### src/rtl/control_fsm.sv
// Instruction-cycle phase sequencer: rotates fetch/decode/exec/wrbk/jmp strobes,
// each phase PHASE_LEN cycles long with a HIGH_LEN-cycle strobe at its start.
module control_fsm #(
    parameter int PHASE_LEN = 2,
    parameter int HIGH_LEN  = 1
) (
    input  logic clk,
    input  logic rst,
    output logic fetch_clk,
    output logic decode_clk,
    output logic exec_clk,
    output logic wrbk_clk,
    output logic jmp_clk
);

    localparam int CW = (PHASE_LEN <= 2) ? 1 : $clog2(PHASE_LEN);

    if (PHASE_LEN < 2) begin : g_bad_phase_len
        $error("control_fsm: PHASE_LEN must be >= 2");
    end
    if (HIGH_LEN < 1 || HIGH_LEN >= PHASE_LEN) begin : g_bad_high_len
        $error("control_fsm: HIGH_LEN must be in 1..PHASE_LEN-1");
    end

    typedef enum logic [2:0] {
        IDLE,
        FETCH,
        DECODE,
        EXEC,
        WRBK,
        JMP
    } state_t;

    state_t        state_q, state_d;
    logic [CW-1:0] cnt_q, cnt_d;
    logic [4:0]    strb_q, strb_d;

    always_ff @(posedge clk) begin
        if (rst) begin
            state_q <= IDLE;
            cnt_q   <= '0;
            strb_q  <= '0;
        end else begin
            state_q <= state_d;
            cnt_q   <= cnt_d;
            strb_q  <= strb_d;
        end
    end

    always_comb begin
        state_d = state_q;
        cnt_d   = cnt_q + 1'b1;
        if (state_q == IDLE) begin
            state_d = FETCH;
            cnt_d   = '0;
        end else if (cnt_q == CW'(PHASE_LEN - 1)) begin
            cnt_d = '0;
            unique case (state_q)
                FETCH:   state_d = DECODE;
                DECODE:  state_d = EXEC;
                EXEC:    state_d = WRBK;
                WRBK:    state_d = JMP;
                JMP:     state_d = FETCH;
                default: state_d = IDLE;
            endcase
        end
    end

    // Strobes are decoded from next-state so the registered outputs line up with the phase.
    always_comb begin
        strb_d = '0;
        if (cnt_d < CW'(HIGH_LEN)) begin
            unique case (state_d)
                FETCH:   strb_d[0] = 1'b1;
                DECODE:  strb_d[1] = 1'b1;
                EXEC:    strb_d[2] = 1'b1;
                WRBK:    strb_d[3] = 1'b1;
                JMP:     strb_d[4] = 1'b1;
                default: strb_d    = '0;
            endcase
        end
    end

    assign fetch_clk  = strb_q[0];
    assign decode_clk = strb_q[1];
    assign exec_clk   = strb_q[2];
    assign wrbk_clk   = strb_q[3];
    assign jmp_clk    = strb_q[4];

endmodule

### config.mk
export PLATFORM = sky130hd
export DESIGN_NAME = control_fsm
export DESIGN_NICKNAME = d
export VERILOG_FILES = /design/src/rtl/control_fsm.sv
export SDC_FILE = /design/constraint.sdc
export NUM_CORES = 1
export LEC_CHECK = 0
export BUFFER_PORTS_ARGS = -buffer_cell sky130_fd_sc_hd__buf_2
export CAP_MARGIN = 20
export CELL_PAD_IN_SITES_DETAIL_PLACEMENT = 0
export CELL_PAD_IN_SITES_GLOBAL_PLACEMENT = 1
export CORE_AREA = 3 3 40 42
export CTS_CLUSTER_DIAMETER = 40
export DETAILED_ROUTE_END_ITERATION = 10
export DIE_AREA = 0 0 43 45
export GPL_ROUTABILITY_DRIVEN = 1
export PLACE_DENSITY_LB_ADDON = 0.15
export SETUP_SLACK_MARGIN = 0.02
export SYNTH_ARGS = -nofsm -noshare
export SYNTH_HDL_FRONTEND = slang
export SYNTH_SLANG_ARGS = --single-unit
### constraint.sdc
create_clock -name clk -period 1.2 [get_ports clk]
set_input_delay 0.36 -clock clk [delete_from_list [all_inputs] [get_ports clk]]
set_output_delay 0.36 -clock clk [all_outputs]
set_load 0.01 [all_outputs]
; ---- Yosys cells after proc, flatten, opt, wreduce, memory -nomap -nowiden
; Index checks and enable logic that the tools add are counted.
[classes]
shift = 0
addsub = 1
mul = 0
eq_ne = 10
bitwise_logic = 1
n_div = 0
reduce_logical = 2
muxes = 10
n_lt_le_gt_ge = 1
[op_table]
columns = operator, count
row1 = $pmux W3 S5, 1
row2 = $eq A3 B2 Y1 const B, 4
row3 = $eq A3 B3 Y1 const B, 4
row4 = $mux W1, 7
row5 = $eq A3 B1 Y1 const B, 2
row6 = $mux W3, 2
row7 = $logic_not A3 Y1, 1
row8 = $reduce_or A2 Y1, 1
row9 = $add A1 B1 Y1 const B, 1
row10 = $lt A1 B1 Y1 const B, 1
row11 = $not A1 Y1, 1
[totals]
mem_bits_ro = 0
ram_bits = 0
n_memories = 0
inputBits = 2
latch_bits = 0
out_inout_bits = 5
ff_bits = 9
wordCells = 28

; ---- Longest topological paths before layout
; Gate-level depths: netlist (run 1).
[logic_depth]
word_depth = 6
ltp_mapped = 4
depth_no_buf = 3

; ---- Worst setup path after synthesis (run 1)
; No wires, ideal clock.
[synth_timing]
kind = input to register
startpoint = input port rst
endpoint = register strb_q[2]
path_slack_ns = 0.072
setup_time_ns = 0.073
path_stages = 3
t_required_ns = 1.127
t_arrival_ns = 1.055
cell_sequence = clkbuf_1 -> or3b_4 -> nor3b_2
[synth_via]
elab_chain_cells = 1
[synth_lines]
columns = element, line
row1 = "start, declared", 8  ; input logic rst,
row2 = $reduce_or A2 Y1 (no source line), -
row3 = "end signal, assigned", 46  ; strb_q <= strb_d;
row4 = "end, declared", 36  ; logic [4:0] strb_q, strb_d;
; Every way passes these cells.
; A chain may end at the register's enable or synchronous reset.

; ---- Final worst setup path (run 1)
[layout_timing]
startpoint = register state_q[0]
endpoint = register strb_q[2]
[layout_via]
elab_chain_cells = 6
[layout_lines]
columns = element, line
row1 = "start, declared", 34  ; state_t state_q, state_d;
row2 = "start signal, assigned", 44  ; state_q <= state_d;
row3 = $eq A3 B3 Y1 (tied with other cells), 58  ; unique case (state_q)
row4 = $pmux W3 S5, 58
row5 = $mux W3, 56  ; end else if (cnt_q == CW'(PHASE_LEN - 1)) begin
row6 = $mux W3, 53  ; if (state_q == IDLE) begin
row7 = $eq A3 B2 Y1, 73  ; unique case (state_d)
row8 = $mux W1, 73
; Several ways; a longest one is shown, not always the timed one.

==> results.md, run 1 <==
- Max incr delay on CP: 0.43 ns
- Ys async rst share: 0
- Initial Util: 0.271
- Synth cell types: 18
- Die height: 45 µm
- GRT overflow: 0
- Crit path kind: flip-flop to flip-flop
- Site Rows: 13
- CTS clk-pin slew, worst paths: 0.06 ns
- DIE WIDTH: 43 µm
- Critical path buffer and inverter count: 0
- Setup violators final: 0
- Status: finished, final reports clean
- Number of flops mapped to enable cells by yosys: 0
- H-tree Lvls: 1
- Gates resized, CTS repair: 0
- Initial DRT Pass Iterations: 4
- Fin Clk Skew: 0.00335 ns
- Synth Warn #: 0
- # fillers: 143
- GPL Wtd Cong: 0.750
- Drt initial violations: 4
- PD cells: 1590 nW/µm²
- Routed wire length: 625 µm
- Top cells by area, synth: dfxtp_1 52%, nor3b_2 7.2%, nor3_1 4.3%, nor2_1 4.3%, nand2b_1 3.6%
- Lkg Pwr: 0.183 nW
- Max Freq: 953 MHz
- IO buf count: 6
- Share of Yosys cell area claimed by the top area cell type: 0.518
- Most common library cells after synthesis: 9 x dfxtp_1, 4 x nor2_1, 3 x nand2_1, 3 x nor3_1
- Slew Limit Headroom: 0.813
- DIE AREA: 1940 µm²
- Most common cell in the netlist: dfxtp_1
- Post-CTS setup buffers: 0
- Cell Area, Synth: 348 µm²
- Worst slew pin tran: 0.281 ns
- Clock Tree Root: clkbuf_4
- Final net count: 50
- Crit path time final: 1.05 ns
- Largest net degree at the start of global routing: 10
- Multi-input gate area: 155 µm²
- CP top delay family: simple AND/OR/NAND/NOR gates
- Synth Net Count: 38
- Hold-fix buffers, CTS: 0
- Setup TNS: 0 ns
- Top FF cell, synth: dfxtp_1
- Max Cap Viol: 0
- Critical-path top delay cell: or3b_4
- N_diodes: 0
- Startpoint Class: flip-flop
- Critical Path RT: 1.39 ns
- Routed WL per cell: 10.1 µm
- IO Pins: 7
- Max-slew violation total from the final report: 0
- CTS tree: built
- CTS max path bufs: 2
- Tot Pwr: 0.000702 W
- Synth Area per Inst: 9.66 µm²
- Max IR drop VDD: 0.000797 V
- Area delta synth->final: 26.6%
- Critical-path cell list: or3b_4, nor3b_2
- Initial antenna violation count: 0
- Synth area leader: dfxtp_1
- Placed Area: 414 µm²
- Core area: 1280 µm²
- Setup slack, reg-to-reg: 0.15 ns
- Max FO, Critical Path: 9
- Fin area: 440 µm²
- Global-route wire length before repair: 1060 µm
- Register area share after synthesis: 0.518
- Final worst path period share: 0.875
- Tot GR Track Use: 0.0776
- DR vias/cell: 4.58
- Clock sink count: 9
- RSZ-0062 raised after global routing: no
- ANT nets after route: 0
- Vias: 284
- Hold Crit Class: primary input to flip-flop
- DRC Markers: 0
- Vias in the first global route: 233
- Critical Path AT: 1.24 ns
- Storage element area: 180 µm²
- Critical path endpoint category: flip-flop
- Clk_lat worst skew: 0.26 ns
- Hpwl dp: 461 µm
- Cell count after synthesis: 36
- Layout cells sized above 1: 0.362
- CTS buffer count: 3
- Final Hold Violating Endpoints: 0
- #FFs+latches synth: 9
-- area by class of cell --
type,count,share of cell area
Sequential cell,9,0.409
Clock buffer,4,0.0597
Timing Repair Buffer,10,0.136
Multi-Input combinational cell,24,0.352
Tap cell,15,0.0426
-- per-stage QoR --
stage / util / std cells / hold slack, ns / setup slack [ns]
5_1_grt: 0.343 / 62 / 0.403 / 0.0943
6_report: 0.343 / 62 / 0.392 / 0.150
2_1_floorplan: - / 36 / 0.514 / 0.0724
4_1_cts: 0.343 / 62 / 0.386 / 0.141
3_3_place_gp: 0.322 / 58 / 0.496 / 0.126
3_5_place_dp: 0.322 / 58 / 0.504 / 0.106
-- per-layer routing --
metal,vias to the layer above,part of all wire,track usage
met3,0,0.098,0.0598
met5,-,0,0
met4,0,0,0.0181
li1,147,-,-
met1,128,0.46,0.0944
met2,9,0.44,0.108
-- layout by cell type (no fill, tap or decap), drive strengths merged, types with 2 or more instances in the layout --
master  Yosys  final
buf         1     10
dfxtp       9      9
nor2        4      4
clkbuf      2      4
nand2       3      3
nor3        3      3
nor3b       2      2
nand2b      2      2
or3b        2      2
-- power by group --
| part | total (W) | leakage (nW) | switching (W) | internal, W |
|---|---|---|---|---|
| clock network | 0.000228 | 0.0150 | 0.000100 | 0.000128 |
| registers | 0.000358 | 0.0735 | 0.0000319 | 0.000326 |
| logic | 0.000116 | 0.0948 | 0.0000513 | 0.0000643 |
| total | 0.000702 | 0.183 | 0.000184 | 0.000518 |
-- worst register-to-register path: cells and delay by family, from the launching register on --
kind             cells  cell delay [ns]
AND/OR/NAND/NOR      2             0.60
flip-flops           1             0.38
-- sequential cells by signal, summed over array words and instances (netlist names) --
signal / cells
cnt_q: 1
state_q: 3
strb_q: 5
-- path summary, 6_finish.rpt --
check,start,to,cells after the start
worst max-delay path,state_q[0]$_SDFF_PP0_,strb_q[2]$_SDFF_PP0_,2
worst max register to register,state_q[0]$_SDFF_PP0_,strb_q[2]$_SDFF_PP0_,2
worst min register to register,cnt_q$_SDFF_PP0_,cnt_q$_SDFF_PP0_,1
worst min-delay path,rst,strb_q[4]$_SDFF_PP0_,3
-- kinds of logic after synthesis --
logic type,synth area share
AND/OR/NAND/NOR,0.370
flip-flops,0.518
AO/OA/AOI/OAI,0.0755
buffers and inverters,0.0360
Power figures use the tool's default switching activity.
==> run 2, diff against run 1 <==
- PLACE_DENSITY: unset -> 0.61
- PLACE_DENSITY_LB_ADDON: 0.15 -> unset
==> run 2 against run 1 <==
Count of clock-buffer cells in the layout down 1. Clock skew grew 0.0012 ns. Wire length rose by 9.4%. Combinational power down 3%. First-iteration DRC count is 75% lower. Cell count shrank 1.6%. Global-route usage grew 0.67 points. Setup slack lost 0.0084 ns. Fmax is 0.79% lower. Die area unchanged. Non-clock buffer count fell by 1. Hold slack got worse by 0.0056 ns. Critical path type unchanged.
==> results.md, run 2 (synthesis results as in run 1) <==
- Status: finished, final reports clean
- DRC Markers: 0
- Routed WL per cell: 11.2 µm
- Initial antenna violation count: 0
- CP startpoint: state_q[0]$_SDFF_PP0_
- Die height: 45 µm
- GPL Wtd Cong: 0.748
- Lkg Pwr: 0.181 nW
- CTS tree: built
- Final net count: 49
- Max IR drop VDD: 0.000435 V
- Layout cells sized above 1: 0.391
- Post-CTS setup buffers: 0
- Max Cap Viol: 0
- Setup slack, reg-to-reg: 0.14 ns
- Most frequent cells in the layout: 8 x dfxtp_1, 6 x buf_2, 4 x nor2_1
- GRT overflow: 0
- Slew Limit Headroom: 0.819
- Crit path kind: flip-flop to flip-flop
- Non-Filler Instances: 61
- Max reg flops: 5
- Setup TNS: 0 ns
- CP Capture Point: strb_q[2]$_SDFF_PP0_
- Max incr delay on CP: 0.43 ns
- Worst setup margin: 0.142 ns
- Hold Crit Class: primary input to flip-flop
- DIE WIDTH: 43 µm
- Initial DRT Pass Iterations: 2
- DR vias/cell: 4.66
- RSZ-0062 raised after global routing: no
- Core area: 1280 µm²
- Critical-path cell list: or3b_4, nor3b_2
- N_diodes: 0
- CTS buffer count: 3
- ANT nets after route: 0
- Critical Path AT: 1.25 ns
- Critical path endpoint category: flip-flop
- Clock Tree Root: clkbuf_4
- Worst R2R Start: state_q[0]$_SDFF_PP0_
- Initial Util: 0.271
- Site Rows: 13
- PD cells: 1610 nW/µm²
- Vias: 284
- CTS clk-pin slew, worst paths: 0.06 ns
- Crit path time final: 1.06 ns
- Place WS: 0.0693 ns
- DIE AREA: 1940 µm²
- Routed wire length: 684 µm
- Most flops, register: strb_q
- Tot GR Track Use: 0.0843
- Worst slew pin tran: 0.271 ns
- Placed cells: 57
- Fin Clk Skew: 0.00457 ns
- Startpoint Class: flip-flop
- Final Hold Violating Endpoints: 0
- Most common cell after layout, fill and taps aside: dfxtp_1
- R2R Path End: strb_q[2]$_SDFF_PP0_
- CTS max path bufs: 2
- Clock sink count: 9
- IO Pins: 7
- # fillers: 135
- Hpwl dp: 498 µm
- Worst r2r path cells: 2
- Clk_lat worst skew: 0.26 ns
- Largest net degree at the start of global routing: 11
- Global-route wire length before repair: 1100 µm
- Area delta synth->final: 25.2%
- Biggest registers after layout: strb_q (5), state_q (3), cnt_q (1)
- Max Freq: 945 MHz
- Critical-path top delay cell: or3b_4
- Max FO, Critical Path: 9
- Max-slew violation total from the final report: 0
- H-tree Lvls: 1
- Critical Path RT: 1.39 ns
- Vias in the first global route: 258
- Setup violators final: 0
- IO buf count: 6
- Drt initial violations: 1
- Final worst path period share: 0.882
[run 2: cell count changes in the layout (fill, tap and decap cells not counted)]
cell,delta
dfxtp_1,-1
clkinv_2,+1
dfxtp_2,+1
buf_4,-1
clkbuf_1,-1
[run 2: area by class of cell]
class	instances	area, µm²	area share
flip-flops and latches	9	181	0.417
repair buffers	9	52.6	0.121
well taps	15	18.8	0.0431
clock inverters	1	5.00	0.0115
clock buffers	3	22.5	0.0517
multi-input cells	24	155	0.356
[run 2: power breakdown]
| part | switching, W | internal, W |
|---|---|---|
| clock | 0.000110 | 0.000123 |
| combinational | 0.0000543 | 0.0000580 |
| sequential | 0.0000296 | 0.000327 |
[run 2: metal layers]
metal,routed length (µm),vias up,global-route usage
met5,0,-,0
met3,44,0,0.0558
met4,0,0,0.0904
met2,347,6,0.111
li1,-,144,-
met1,292,134,0.0850
[run 2: critical path: cells and delay by family (launching register included)]
| family | cells | cell delay (ns) |
|---|---|---|
| AND/OR/NAND/NOR | 2 | 0.61 |
| flip-flops | 1 | 0.38 |
[run 2: through the flow]
stage | util | hold WS, ns | total power (W) | cell area, µm²
4_1_cts | 0.338 | 0.376 | 0.000715 | 434
2_1_floorplan | - | 0.514 | 0.000437 | 348
3_3_place_gp | 0.316 | 0.556 | 0.000470 | 407
3_5_place_dp | 0.316 | 0.575 | 0.000476 | 407
5_1_grt | 0.339 | 0.381 | 0.000747 | 435
6_report | 0.339 | 0.386 | 0.000702 | 435
[run 2: worst min path at each step]
stage          cells past startpoint                   end                   from
3_5_place_dp                       2  strb_q[4]$_SDFF_PP0_  state_q[1]$_SDFF_PP0_
5_1_grt                            3  strb_q[2]$_SDFF_PP0_                    rst
2_1_floorplan                      2  strb_q[1]$_SDFF_PP0_       cnt_q$_SDFF_PP0_
3_3_place_gp                       2  strb_q[4]$_SDFF_PP0_  state_q[1]$_SDFF_PP0_
6_report                           3  strb_q[4]$_SDFF_PP0_                    rst
4_1_cts                            3  strb_q[4]$_SDFF_PP0_                    rst
[run 2: what timing repair did]
item / in CTS / in global routing
resized for setup: 0 / 1
endpoints found under the setup margin: 0 / 2
hold buffers: 0 / 0
